[config.mk]
export PLATFORM = sky130hd
export DESIGN_NAME = uart_tx
export DESIGN_NICKNAME = d
export VERILOG_FILES = /design/src/rtl/uart_tx.sv
export SDC_FILE = /design/constraint.sdc
export NUM_CORES = 1
export LEC_CHECK = 0
export CORE_MARGIN = 2
export CORE_UTILIZATION = 40
export CTS_CLUSTER_DIAMETER = 30
export DETAILED_ROUTE_END_ITERATION = 10
export PLACE_DENSITY = 0.78
export SYNTH_ARGS = -nofsm -noshare
export SYNTH_HDL_FRONTEND = slang
export SYNTH_SLANG_ARGS = --single-unit
[constraint.sdc]
create_clock -name clk_in -period 1.6 [get_ports clk_in]
set_input_delay 0.24 -clock clk_in [delete_from_list [all_inputs] [get_ports clk_in]]
set_output_delay 0.24 -clock clk_in [all_outputs]
set_load 0.02 [all_outputs]
[src/rtl/uart_tx.sv]
// UART serialiser: start bit, DATA_BITS data bits LSB-first, optional parity, STOP_BITS stop bits.
// Bit timing comes from an external baud divider whose enable this block owns.
module uart_tx #(
    parameter int unsigned DATA_BITS = 8,
    parameter int unsigned PARITY    = 0,
    parameter int unsigned STOP_BITS = 1
) (
    input  logic                 clk_in,
    input  logic                 rst_in,
    input  logic                 baud_tick_in,
    output logic                 baud_en_out,
    input  logic [DATA_BITS-1:0] data_in,
    input  logic                 valid_in,
    output logic                 ready_out,
    output logic                 tx_out,
    output logic                 busy_out
);

    typedef enum logic [2:0] {
        S_IDLE,
        S_SYNC,
        S_START,
        S_DATA,
        S_PAR,
        S_STOP
    } state_e;

    localparam logic [2:0] LAST_BIT  = 3'(DATA_BITS - 1);
    localparam logic       LAST_STOP = 1'(STOP_BITS - 1);

    state_e               state_q, state_d;
    logic [DATA_BITS-1:0] shift_q, shift_d;
    logic                 par_q, par_d;
    logic [2:0]           bit_cnt_q, bit_cnt_d;
    logic                 stop_cnt_q, stop_cnt_d;
    logic                 tx_q, tx_d;

    always_comb begin
        // NOTE: every next-state signal gets a hold default first so no path infers a latch.
        state_d    = state_q;
        shift_d    = shift_q;
        par_d      = par_q;
        bit_cnt_d  = bit_cnt_q;
        stop_cnt_d = stop_cnt_q;
        tx_d       = tx_q;

        unique case (state_q)
            S_IDLE: begin
                if (valid_in) begin
                    shift_d = data_in;
                    par_d   = (PARITY == 1) ? ~^data_in : ^data_in;
                    state_d = S_SYNC;
                end
            end
            S_SYNC: begin
                if (baud_tick_in) begin
                    tx_d    = 1'b0;
                    state_d = S_START;
                end
            end
            S_START: begin
                if (baud_tick_in) begin
                    tx_d      = shift_q[0];
                    shift_d   = shift_q >> 1;
                    bit_cnt_d = 3'd0;
                    state_d   = S_DATA;
                end
            end
            S_DATA: begin
                if (baud_tick_in) begin
                    if (bit_cnt_q == LAST_BIT) begin
                        if (PARITY != 0) begin
                            tx_d    = par_q;
                            state_d = S_PAR;
                        end else begin
                            tx_d       = 1'b1;
                            stop_cnt_d = 1'b0;
                            state_d    = S_STOP;
                        end
                    end else begin
                        tx_d      = shift_q[0];
                        shift_d   = shift_q >> 1;
                        bit_cnt_d = bit_cnt_q + 3'd1;
                    end
                end
            end
            S_PAR: begin
                if (baud_tick_in) begin
                    tx_d       = 1'b1;
                    stop_cnt_d = 1'b0;
                    state_d    = S_STOP;
                end
            end
            S_STOP: begin
                if (baud_tick_in) begin
                    if (stop_cnt_q == LAST_STOP) begin
                        state_d = S_IDLE;
                    end else begin
                        stop_cnt_d = stop_cnt_q + 1'b1;
                    end
                end
            end
            default: state_d = S_IDLE;
        endcase
    end

    always_ff @(posedge clk_in) begin
        // NOTE: non-blocking assignments so every register samples pre-edge values.
        if (rst_in) begin
            state_q    <= S_IDLE;
            shift_q    <= '0;
            par_q      <= 1'b0;
            bit_cnt_q  <= 3'd0;
            stop_cnt_q <= 1'b0;
            tx_q       <= 1'b1;
        end else begin
            state_q    <= state_d;
            shift_q    <= shift_d;
            par_q      <= par_d;
            bit_cnt_q  <= bit_cnt_d;
            stop_cnt_q <= stop_cnt_d;
            tx_q       <= tx_d;
        end
    end

    // Handshake and divider enable decode straight from the state register.
    assign tx_out      = tx_q;
    assign ready_out   = (state_q == S_IDLE);
    assign busy_out    = (state_q != S_IDLE);
    assign baud_en_out = (state_q != S_IDLE);

endmodule

# Word-level counts from Yosys, hierarchy flattened
# Cells that the tools add are included.
[totals]
register_bits = 16
input_bits = 12
output_inout_bits = 4
[op_classes]
addsub = 2
n_eq_ne = 15
n_mux = 29
n_reduce_logical = 11
[op_table]
columns = ["op", "count"]
rows = [
  ["3-bit two-way mux", 11],
  ["8-bit two-way mux", 4],
  ["8-bit one-hot mux with 3 select lines", 1],
  ["2-bit inequality test (second input constant)", 9],
  ["3-bit one-hot mux with 6 select lines", 1],
  ["5-bit AND reduction", 3],
  ["3-bit == test (second input constant)", 3],
  ["1-bit two-way mux", 9],
  ["3-bit nonzero test", 3],
  ["8-bit AND reduction", 1],
  ["3-bit by 2-bit == test with 1-bit output (second input constant)", 2],
  ["3-bit one-hot mux with 2 select lines", 1],
  ["1-bit one-hot mux with 4 select lines", 1],
  ["4-bit AND reduction", 1],
  ["4-bit nonzero test", 1],
  ["3-bit by 1-bit adder with 3-bit output (second input constant)", 1],
  ["3-bit by 1-bit == test with 1-bit output (second input constant)", 1],
  ["3-bit zero test", 1],
  ["1-bit one-hot mux with 3 select lines", 1],
  ["2-bit nonzero test", 1],
  ["1-bit adder (second input constant)", 1],
]

# Depth between registers and ports, before layout
[depth]
word_depth = 4
depth_mapped = 7
ltp_nobuf = 6

# Worst setup path before layout
# OpenSTA, ideal clock, no wires.
[synth_path]
path_kind = "reg2reg"
startpoint = "register bit_cnt_q[0]"
endpoint = "register shift_q[0]"
t_arrival_ps = 1473
setup_slack_ps = 48
stages_incl_launch_ff = 8
n_path_buf = 1
period_less_slack_ps = 1552
path_cell_list = "dfxtp_1 > ha_1 > ha_1 > nand2_1 > a32o_2 > and2_1 > buf_6 > a211oi_2"
[synth_via]
elab_chain_cells = 3
[synth_lines]
columns = ["item", "line_no", "rtl"]
rows = [
  ["start: declaration", "34", "logic [2:0] bit_cnt_q, bit_cnt_d;"],
  ["start signal: assignment", "120", "bit_cnt_q <= bit_cnt_d;"],
  ["3-bit == test", "71", "if (bit_cnt_q == LAST_BIT) begin"],
  ["2-bit inequality test (no source line)", "n/a", ""],
  ["5-bit AND reduction (no source line)", "n/a", ""],
  ["end signal: assignment", "118", "shift_q <= shift_d;"],
  ["end: declaration", "32", "logic [DATA_BITS-1:0] shift_q, shift_d;"],
]
# No other way between the ends.
# A chain may end at the register's enable or synchronous reset.

# Worst setup path after layout
[layout_path]
startpoint = "register bit_cnt_q[0]"
endpoint = "register shift_q[5]"
# The elaborated chain is that of the path after synthesis.

==> parameters.txt <==
Parameter                              Value

Power and ir drop
  Clk network pwr share ... approximately a quarter
  Net Switching ... around 270 uW
  Proportion of total power due to net switching ... 30.25%
  Maximum VDD drop ... around 0.58 mV
  P_int ... about 620 uW
  Sequential cell fraction of total power ... 47.7%
  LEAKAGE ... roughly 0.38 nW
  Proportion of power drawn by combinational gates ... 28.8%
  Power density over the cells ... 850.9 nW/um2
  Total power of the final layout ... ~900 uW

Setup path
  Worst path bufs/invs ... 1
  CP max stage cell ... sky130_fd_sc_hd__dfxtp_2
  Category of the worst setup path launch point ... flop
  Category of cells accounting for the largest share of critical-path delay ... compound AO/OA/AOI/OAI gates
  Endpoint type of the worst setup path ... flop
  Arrival time at the worst endpoint ... approximately 1.7 ns
  Critical path cell sequence ... ha_1 -> ha_2 -> nand2_2 -> a32o_2 -> buf_4 -> a21oi_2 -> a211oi_2
  Longest individual stage delay on the worst path ... roughly 0.34 ns
  Data required, critical path ... around 1.8 ns
  Type of the worst setup path ... reg2reg
  Biggest fanout along the worst timing path ... 7

Floorplanning
  Initial core utilization ... roughly two fifths
  Die width ... a little under 50 um
  Cell row count ... 16
  Die footprint ... 2362 um2
  Placeable core region ... ~1900 um2
  Number of placed I/O pins ... 16
  Die span in y ... 48.60 um

Clock tree
  Number of buffers created by CTS ... 3
  Setup fix buffers added after clock tree synthesis ... 0
  H-tree lvl count ... 1
  CTS tree ... yes
  Clock latency reported for the late side of the worst-skew pair ... 0.28 ns
  Quantity of hold-fixing buffers added after cts ... 0
  CTS clk-pin slew, worst paths ... approximately 0.080 ns
  Num Clock Sinks ... 15
  Root buffer selected by CTS ... sky130_fd_sc_hd__clkbuf_4
  Maximum number of buffers from clock root to sink ... 2

Timing
  Fin. max-slew vios ... 0
  RSZ-0062 raised after global routing ... true
  Time the final worst path needs with I/O delays and setup ... ~1.5 ns
  Transition time at the pin with the least slew margin ... between 0.3 and 0.4 ns
  Clock Skew ... 0.004554 ns
  Hold Vio Cnt, Final ... 0
  Setup-violating endpoint count in the final report ... 0
  Fmax ... approximately 660 MHz
  Max-Slew Margin vs Limit ... roughly 76%
  Fin crit share ... between 90% and 100%

Routing
  Via density per instance ... approximately 5.4
  Final WL ... between 1.5 and 2 mm
  DRC violations left ... 0
  First drt pass iteration count ... 4
  Total vias in the final route ... between 700 and 800
  Post-route ant nets ... 0
  Number of violations reported at the end of detailed-routing iteration 0 ... 10
  Routed wire length per instance ... between 10 and 15 um

Global route
  Wire length of the first global-routing pass ... just over 3 mm
  GRT Overall Usage ... 16.51%
  Remaining global-route overflow ... 0
  Number of global-route vias before repair ... around 720
  Pin count of the biggest net entering global routing ... 17
  Initial antenna violation count ... 0

Yosys
  Synthesized netlist cell count ... 87
  Post-Syn Area ... 795.8 um2
  Total number of yosys warnings ... 0
  Post-synth net total ... between 100 and 150
  Sequential cell area fraction in the yosys report ... 37.74%
  Yosys cell types ... 27
  FF+latch count, synth ... 15
  Synthesized area per cell ... a little over 9 um2

Finish
  Antenna cell count ... 0
  Cell Count, Final, Fillers Out ... roughly 130
  Post-Layout Inst Area ... 1052 um2
  P&R area growth vs syn ... 32.23%
  Final core utilization ... between 50 and 60%
  Share of layout cells above drive strength 1 ... a little under a third
  Filler cell count ... 180
  NumNets Final ... ~120

Outcome
  Status ... finished clean

Placement
  Count of input and output buffers ... 15
  Post-DP HPWL ... between 1 and 1.5 mm
  Placed cell count ... ~130
  Final weighted congestion in routability-driven placement ... 0.7850
  Post-detailed-placement cell area ... 993.5 um2

Min path
  Worst Hold Class ... reg2reg

Run
  Max-cap viol count ... 0
[cell families after synthesis]
logic type               after synthesis  share of synthesized area [%]
buffers and inverters                 10                          6.760
flip-flops                            15                          37.74
AND/OR/NAND/NOR                       25                          16.51
multiplexers                           7                          8.805
adder cells (fa/ha/maj)                2                          3.144
AO/OA/AOI/OAI                         28                          27.04
[synth_stat cells]
| library cell | count | area, um2 |
|---|---|---|
| sky130_fd_sc_hd__nand3_1 | 1 | 5.000 |
| sky130_fd_sc_hd__buf_2 | 1 | 5.000 |
| sky130_fd_sc_hd__nor2b_1 | 1 | 6.260 |
| sky130_fd_sc_hd__nor2_1 | 5 | 18.77 |
| sky130_fd_sc_hd__a211oi_1 | 2 | 15.01 |
| sky130_fd_sc_hd__dfxtp_1 | 15 | 300.3 |
| sky130_fd_sc_hd__a2111oi_0 | 1 | 8.760 |
| sky130_fd_sc_hd__nand2b_1 | 2 | 12.51 |
| sky130_fd_sc_hd__ha_1 | 2 | 25.02 |
| sky130_fd_sc_hd__a211o_1 | 1 | 8.760 |
| sky130_fd_sc_hd__nand4_1 | 5 | 31.28 |
| sky130_fd_sc_hd__o21ai_0 | 1 | 5.000 |
| sky130_fd_sc_hd__clkbuf_1 | 4 | 15.01 |
| sky130_fd_sc_hd__buf_6 | 1 | 11.26 |
| sky130_fd_sc_hd__o21ai_1 | 1 | 5.000 |
| sky130_fd_sc_hd__nand2_1 | 6 | 22.52 |
| sky130_fd_sc_hd__a311oi_1 | 1 | 8.760 |
| sky130_fd_sc_hd__and3b_1 | 1 | 8.760 |
| sky130_fd_sc_hd__a211oi_2 | 7 | 87.58 |
| sky130_fd_sc_hd__mux2i_1 | 7 | 70.07 |
| sky130_fd_sc_hd__nand4b_1 | 1 | 8.760 |
| sky130_fd_sc_hd__and2_1 | 2 | 12.51 |
| sky130_fd_sc_hd__buf_4 | 2 | 15.01 |
| sky130_fd_sc_hd__inv_1 | 2 | 7.510 |
| sky130_fd_sc_hd__a32o_2 | 1 | 11.26 |
| sky130_fd_sc_hd__nor3_1 | 1 | 5.000 |
| sky130_fd_sc_hd__a21oi_1 | 13 | 65.06 |
[final timing paths]
path                                                 from                         to  slack [ns]  cells past startpoint
worst min register to register  bit_cnt_q[1]$_SDFFE_PP0P_  bit_cnt_q[1]$_SDFFE_PP0P_        0.46                      2
worst max register to register  bit_cnt_q[0]$_SDFFE_PP0P_    shift_q[5]$_SDFFE_PP0P_        0.07                      7
worst max-delay path            bit_cnt_q[0]$_SDFFE_PP0P_    shift_q[5]$_SDFFE_PP0P_        0.07                      7
worst min-delay path            bit_cnt_q[1]$_SDFFE_PP0P_  bit_cnt_q[1]$_SDFFE_PP0P_        0.46                      2
[layout by cell type (no fill, tap or decap), drive strengths merged, types with 2 or more instances in the layout]
| master | instances |
|---|---|
| buf | 8 |
| a21oi | 13 |
| mux2i | 7 |
| ha | 2 |
| inv | 2 |
| a211oi | 9 |
| clkbuf | 5 |
| o21ai | 2 |
| nor2 | 5 |
| dfxtp | 15 |
| nand2b | 2 |
| nand2 | 6 |
| nand4 | 5 |
| clkdlybuf4s50 | 12 |
| dlygate4sd2 | 2 |
| and2 | 2 |
[worst min-delay path, stage by stage (launching register included)]
cell and delay, ns:
sky130_fd_sc_hd__dfxtp_2 0.33, sky130_fd_sc_hd__nand2_1 0.05, sky130_fd_sc_hd__a21oi_1 0.05
[routing by layer]
layer	part of all wire (%)	global-route usage (%)
met1	45	19.69
met2	50	29.00
met3	3.7	4.938
met4	0.86	3.810
met5	0	0
[power by group through the flow]
stage / logic (mW) / clock network [mW] / registers [mW]
after floorplan: 0.165 / 0 / 0.430
after global placement: 0.240 / 0 / 0.429
after detailed placement: 0.248 / 0 / 0.431
after CTS: 0.244 / 0.216 / 0.423
after global routing: 0.283 / 0.242 / 0.431
final: 0.258 / 0.211 / 0.427
[through the flow]
step	hold WS, ns	setup slack [ns]	TNS [ns]
floorplan	0.3046	0.04751	0
global placement	0.4470	0.003018	0
detailed placement	0.4549	-0.06850	-0.4918
CTS	0.4674	0.02677	0
global route	0.4902	-0.02329	-0.03351
finish	0.4612	0.07406	0
[state kept, by name (all words and copies together), names as in the netlist]
register and cells:
bit_cnt_q 3, state_q 3, tx_out 1, shift_q 8
[cell type report]
class | instances | area [um2] | share of cell area (%)
Sequential cell | 15 | 302.8 | 28.78
Timing Repair Buffer | 23 | 202.7 | 19.26
Multi-Input combinational cell | 62 | 479.2 | 45.54
Inverter | 2 | 7.507 | 0.7134
Clock buffer | 4 | 26.28 | 2.497
Tap cell | 27 | 33.78 | 3.210
[what timing repair did]
action / CTS / global route
resized for setup: 6 / 14
setup endpoints to repair: 11 / 9
gates cloned: 0 / 0
pin swaps: 0 / 1
Power figures use the tool's default switching activity.
